### src/rtl/load_store_unit.sv
// Data-memory initiator: one load/store at a time, sign/zero-extended loads,
// sub-word stores done as read-modify-write because the memory writes whole words.
module load_store_unit #(
  parameter int MEM_WORDS = 256
) (
  input  logic        clk,
  input  logic        rst_n,
  input  logic        req_valid,
  output logic        req_ready,
  input  logic        req_store,
  input  logic [2:0]  req_funct3,
  input  logic [31:0] req_addr,
  input  logic [31:0] req_wdata,
  output logic        resp_valid,
  output logic [31:0] resp_data,
  output logic        resp_err,
  output logic        mem_read,
  output logic        mem_write,
  output logic [31:0] mem_addr,
  output logic [31:0] mem_wdata,
  input  logic [31:0] mem_rdata
);

  typedef enum logic [2:0] {IDLE, LOAD, STORE, RMW_RD, RMW_WR} state_t;

  typedef struct packed {
    logic        store;
    logic [2:0]  funct3;
    logic [31:0] addr;
    logic [31:0] wdata;
  } req_t;

  state_t      state_q, state_d;
  req_t        req_q, req_d;
  logic [31:0] word_q, word_d;
  logic [31:0] resp_data_q, resp_data_d;
  logic        resp_valid_q, resp_valid_d;
  logic        resp_err_q, resp_err_d;

  logic            accept, req_err;
  logic [3:0][7:0] rd_b, merged;
  logic [7:0]      ld_b;
  logic [15:0]     ld_h;
  logic [31:0]     load_ext;

  assign accept = req_valid & req_ready;

  always_comb begin
    case (req_funct3)
      3'b000:  req_err = 1'b0;
      3'b001:  req_err = req_addr[0];
      3'b010:  req_err = |req_addr[1:0];
      3'b100:  req_err = req_store;
      3'b101:  req_err = req_store | req_addr[0];
      default: req_err = 1'b1;
    endcase
    if (req_addr[31:2] >= 30'(MEM_WORDS)) req_err = 1'b1;
  end

  // Little-endian lane pick from the combinational read data
  always_comb begin
    rd_b = mem_rdata;
    ld_b = rd_b[req_q.addr[1:0]];
    ld_h = req_q.addr[1] ? mem_rdata[31:16] : mem_rdata[15:0];
    case (req_q.funct3)
      3'b000:  load_ext = {{24{ld_b[7]}}, ld_b};
      3'b001:  load_ext = {{16{ld_h[15]}}, ld_h};
      3'b100:  load_ext = {24'h0, ld_b};
      3'b101:  load_ext = {16'h0, ld_h};
      default: load_ext = mem_rdata;
    endcase
  end

  always_comb begin
    merged = word_q;
    if (req_q.funct3[1:0] == 2'b00) begin
      merged[req_q.addr[1:0]] = req_q.wdata[7:0];
    end else begin
      merged[{req_q.addr[1], 1'b0}] = req_q.wdata[7:0];
      merged[{req_q.addr[1], 1'b1}] = req_q.wdata[15:8];
    end
  end

  always_ff @(posedge clk or negedge rst_n) begin
    if (!rst_n) begin
      state_q      <= IDLE;
      req_q        <= '0;
      word_q       <= '0;
      resp_data_q  <= '0;
      resp_valid_q <= 1'b0;
      resp_err_q   <= 1'b0;
    end else begin
      state_q      <= state_d;
      req_q        <= req_d;
      word_q       <= word_d;
      resp_data_q  <= resp_data_d;
      resp_valid_q <= resp_valid_d;
      resp_err_q   <= resp_err_d;
    end
  end

  always_comb begin
    state_d      = state_q;
    req_d        = req_q;
    word_d       = word_q;
    resp_data_d  = resp_data_q;
    resp_valid_d = 1'b0;
    resp_err_d   = 1'b0;
    case (state_q)
      IDLE: if (accept) begin
        req_d.store  = req_store;
        req_d.funct3 = req_funct3;
        req_d.addr   = req_addr;
        req_d.wdata  = req_wdata;
        if (req_err) begin
          resp_valid_d = 1'b1;
          resp_err_d   = 1'b1;
          resp_data_d  = '0;
        end else if (!req_store)         state_d = LOAD;
        else if (req_funct3 == 3'b010)   state_d = STORE;
        else                             state_d = RMW_RD;
      end
      LOAD: begin
        resp_valid_d = 1'b1;
        resp_data_d  = load_ext;
        state_d      = IDLE;
      end
      RMW_RD: begin
        word_d  = mem_rdata;
        state_d = RMW_WR;
      end
      STORE, RMW_WR: begin
        resp_valid_d = 1'b1;
        resp_data_d  = '0;
        state_d      = IDLE;
      end
      default: state_d = IDLE;
    endcase
  end

  // Memory strobes decode straight from state so reset kills a pending write at once
  always_comb begin
    req_ready = (state_q == IDLE);
    mem_read  = (state_q == LOAD) || (state_q == RMW_RD);
    mem_write = (state_q == STORE) || (state_q == RMW_WR);
    mem_addr  = (state_q == IDLE) ? 32'h0 : {req_q.addr[31:2], 2'b00};
    case (state_q)
      STORE:   mem_wdata = req_q.wdata;
      RMW_WR:  mem_wdata = merged;
      default: mem_wdata = '0;
    endcase
  end

  assign resp_valid = resp_valid_q;
  assign resp_err   = resp_err_q;
  assign resp_data  = resp_data_q;

endmodule

### config.mk
export PLATFORM = sky130hd
export DESIGN_NAME = load_store_unit
export DESIGN_NICKNAME = d
export VERILOG_FILES = /design/src/rtl/load_store_unit.sv
export SDC_FILE = /design/constraint.sdc
export NUM_CORES = 1
export LEC_CHECK = 0
export ABC_AREA = 1
export CAP_MARGIN = 10
export CORE_UTILIZATION = 52
export CTS_BUF_LIST = sky130_fd_sc_hd__clkbuf_16
export DETAILED_ROUTE_END_ITERATION = 12
export PLACE_DENSITY = 0.86
export SLEW_MARGIN = 40
export SYNTH_ARGS = -nofsm -noshare
export SYNTH_HDL_FRONTEND = slang
export SYNTH_SLANG_ARGS = --single-unit
export TNS_END_PERCENT = 30
### constraint.sdc
create_clock -name clk -period 3.4 [get_ports clk]
set_input_delay 0.68 -clock clk [delete_from_list [all_inputs] [get_ports clk]]
set_output_delay 0.68 -clock clk [all_outputs]
set_load 0.03 [all_outputs]
After elaboration in Yosys (flattened, before gate mapping). Index checks and enable logic that the tools add are counted.

Reduce and logical (&&, ||, !) cells: 16. Eq/ne operators: 14. Bitwise operators: 2. Muxes and demuxes: 30. $lt $le $gt $ge: 7.

Operators with widths (number): $mux W32 (4); $pmux W32 S4 (1); $bwmux W32 (3); $pmux W32 S3 (1); $pmux W32 S2 (1); $mux W8 (4); $ge A30 B9 Y1 const B (1); $bmux W8 S2 (1); $demux W8 S1 (2); $demux W8 S2 (1); $mux W16 (1); $eq A3 B3 Y1 const B (5); $eq A3 B1 Y1 const B (3); $eq A3 B2 Y1 const B (3); $logic_not A3 Y1 (3); $lt A2 B3 Y1 const B (3); $ge A2 B1 Y1 const B (3); $mux W3 (2); $pmux W3 S2 (1); $mux W1 (5); $pmux W1 S5 (1); $ne A2 B1 Y1 const B (2); $reduce_and A2 Y1 (2); $reduce_or A2 Y1 (2); 11 further kinds (14).

Word-level logic and storage cells: 77. Output and inout port bits: 101. Input bits: 103. Register bits after elaboration: 136.

Longest topological paths before layout.
Word-level depth: 8. Depth in mapped cells: 10. Depth with buffers taken out: 9.

Worst setup path before layout. No wires, ideal clock.

Kind: reg2out. Start: register state_q[0]. End: output mem_wdata[10]. Setup slack: 0.965 ns. Data required time: 2.720 ns. Arrival: 1.755 ns. Buffers on the path: 1. Cell stages (with the launch flop): 5. Path through: dfrtp_1 > nor3_4 > inv_1 > clkbuf_1 > o21ai_0.

Longest elaborated chain between the ends: 2.

RTL lines: start: declaration (line 33) `state_t state_q, state_d;`; start signal: assignment (line 93) `state_q <= state_d;`; $eq A3 B3 Y1 / $eq A3 B2 Y1 (equally long branches) (line 147) `case (state_q)`; $pmux W32 S2 * (line 147); end: declaration (line 20) `output logic [31:0] mem_wdata,`.

Mark *: on every way between the ends. The rest lies on a longest branch, timed or not.

Worst setup path in the final report.
Start: register req_q[33] (netlist bit). End: output mem_wdata[11].

Longest elaborated chain between the ends: 7.

RTL lines: start: declaration (line 34) `req_t req_q, req_d;`; start signal: assignment (line 94) `req_q <= req_d;`; $lt A2 B3 Y1 (implied by the code) (tied with other cells) (line 77) `merged[req_q.addr[1:0]] = req_q.wdata[7:0];`; $logic_and A1 B1 Y1, on equally long branches (line 77, 80); $mux W8, on equally long branches (line 77, 80); $demux W8 S2 / $demux W8 S1 (equally long branches) (line 77, 80); $bwmux W32, on equally long branches (line 77, 80); $mux W32 * (line 76) `if (req_q.funct3[1:0] == 2'b00) begin`; $pmux W32 S2 * (line 147).

Marked as above.

==> results <==
## layer usage
layer / part of all wire (%) / up-vias / global-route usage (%)
met5: 0 / - / 0
met4: 3.8 / 0 / 15.4
met3: 9.5 / 71 / 8.68
met2: 47 / 485 / 51.4
met1: 40 / 3494 / 42.8
li1: - / 3608 / -
## cell type report
class,instances,area [um2]
clock buffer,17,425
tap,176,220
sequential,136,3400
multi-input combinational,720,3250
inverter,92,345
fill,1072,3560
timing repair buffer,215,2080
clock inverter,15,175
## state kept, by name (all words and copies together) (netlist names)
signal and flops:
req_q 67, resp_data 32, resp_err 1, resp_valid 1, state_q 3, word_q 32
## cells in the mapped netlist, types with 3 or more instances
master / count
nor3_1: 10
inv_1: 88
o21ai_0: 177
o21ai_1: 14
clkbuf_1: 33
inv_2: 3
a22o_1: 7
nand2_2: 3
nor3_2: 3
nor2_1: 100
nor2_2: 4
buf_2: 26
buf_4: 4
nand3_1: 58
and2_1: 7
a21oi_1: 38
dfrtp_1: 136
nand2_1: 278
o2111ai_1: 7
o22ai_1: 8
## stage by stage
stage / setup slack [ps] / util (%)
floorplan: 965 / -
global placement: 904 / 69.1
detailed placement: 819 / 69.1
CTS: 368 / 73.5
global route: 88.9 / 73.5
finish: 293 / 73.5
## worst reg2reg max path, delay by kind of cell (launching register included)
kind          cells  cell delay [ps]
flops             1              490
buf+inv           1              280
simple gates      7             1510
## cell families (layout without fill, tap and decap cells)
kind of cell	after synthesis	after routing	share of synthesized area (%)
other cells	1	2	0.0516
compound gates	251	251	18.1
simple gates	467	467	26.3
flops	136	136	46.8
buf+inv	156	339	8.71
## path summary, 6_finish.rpt
check / end / slack [ps]
worst max-delay path: mem_wdata[11] / 290
worst max register to register: resp_data[30] / 1060
max in group asynchronous: resp_data[26] / 2400
worst min register to register: req_q[23] / 480
worst min-delay path: req_q[24] / 150
min in group clk: req_q[23] / 480
## power breakdown
part / internal (mW) / switching (mW) / total [mW]
Combinational: 0.229 / 0.376 / 0.605
Clock: 1.15 / 0.731 / 1.88
Sequential: 1.69 / 0.0473 / 1.74
Total: 3.07 / 1.15 / 4.23
==> flow_summary.ini <==
[run_status]
status = completed

[global_route]
grt_usage_pct = 32.9
grt_pass1_wl_um = 36600
antenna_found_initial = 0
grt_max_degree = 108
grt_pass1_vias = 7178
grt-ovfl-total = 0

[yosys]
synth_top_cell_by_area = dfrtp_1
synth_edf_count = 0
synth.avg_cell_area_um2 = 7.19
ys_seq_area_share_pct = 46.8
ys.flop_type = dfrtp_1
syn_inst = 1011
yosysTopAreaCellShare_pct = 46.8
synth.ff_latch_count = 136
yosys_warnings = 0
netlist_top_cells_area = dfrtp_1, nand2_1, o21ai_0
synthesis.area_mm2 = 0.00727
yosys.cell_types.count = 26
ys_async_sr_fraction_pct = 100

[setup_path]
critPathSlowestCell = nor2_2
r2r_cells = 8
crit_family = simple AND/OR/NAND/NOR gates
cpMostUsedCell = o21ai_0
cp-startpoint = req_q[33]
slowest_delay_ps = 510
crit_type = reg -> out
critical_path_required_ps = 2720
critical_path.cell_chain = buf_4 -> nor2_2 -> o21ai_0 -> a21oi_1 -> o21ai_0 -> o21ai_0 -> buf_4
crit_fanout = 32
critPathArrivalTime_ps = 2430
path_depth = 7
timing.rr.start = req_q[33]
critPathCaptureType = output pin
startpoint_type = register
critPathBufInv = 2

[routing]
wirelength_um = 23200
via_count = 7658
dr.pass1.iters = 6
via_per_inst = 5.59
drc = 0
wire_per_inst_um = 16.9
drt_iter0_markers = 1030
ant_nets = 0

[final_layout]
stdcell_count = 1371
design_area_mm2 = 0.00989
syn_to_final_growth_pct = 36.1
drive_gt1_share_pct = 7.87
nets = 1285
mostFrequentLayoutCells = nand2_1, o21ai_0, clkdlybuf4s50_1
diodes = 0
layout_commonest_cell = nand2_1

[placed_design]
dp.final_hpwl_um = 15900
io_buffers = 201
gp_congestion = 0.959
dp_cells = 1339
placed_cell_area_mm2 = 0.00929

[flow_run]
cap_violations = 0

[worst_hold_path]
hold_class = in -> async

[timing]
max_slew.worst_pin.slew_ps = 717
min_period_ps = 3110
finalCritPeriodShare_pct = 91.4
whs_ps = 150
fmax_ghz = 0.322
rsz0062_at_grt = false
clock_skew_ps = 4.77
finalSetupViolCount = 0
hold_viol = 0
drv_slew = 0
slew_headroom_pct = 52.2
setup-tns-final_ps = 0

[floorplanning]
die-area_mm2 = 0.0145
io_pins = 204
fp.dieW_um = 120
num_rows = 42
initial_utilization_pct = 54.0
fp.coreArea_mm2 = 0.0135
dieHeight_um = 120

[pwr]
p_leak_nw = 4.79
pwr_density_cell_mw_per_mm2 = 427
irDropWorstVdd_mv = 0.389
p_total_mw = 4.23

[clock_tree]
path_clk_slew_ps = 60
root_buffer = clkbuf_16
insertion_delay_ps = 420
cts_buffer_depth = 2
post-cts-setup-buffers = 0
h-tree-depth = 4
postCtsResizedCells = 0
cts_num_sinks = 136
tritoncts.num_buffers = 17
cts_hold_buf = 0
cts_tree = done
No activity file was read; power rests on OpenSTA's default activity.
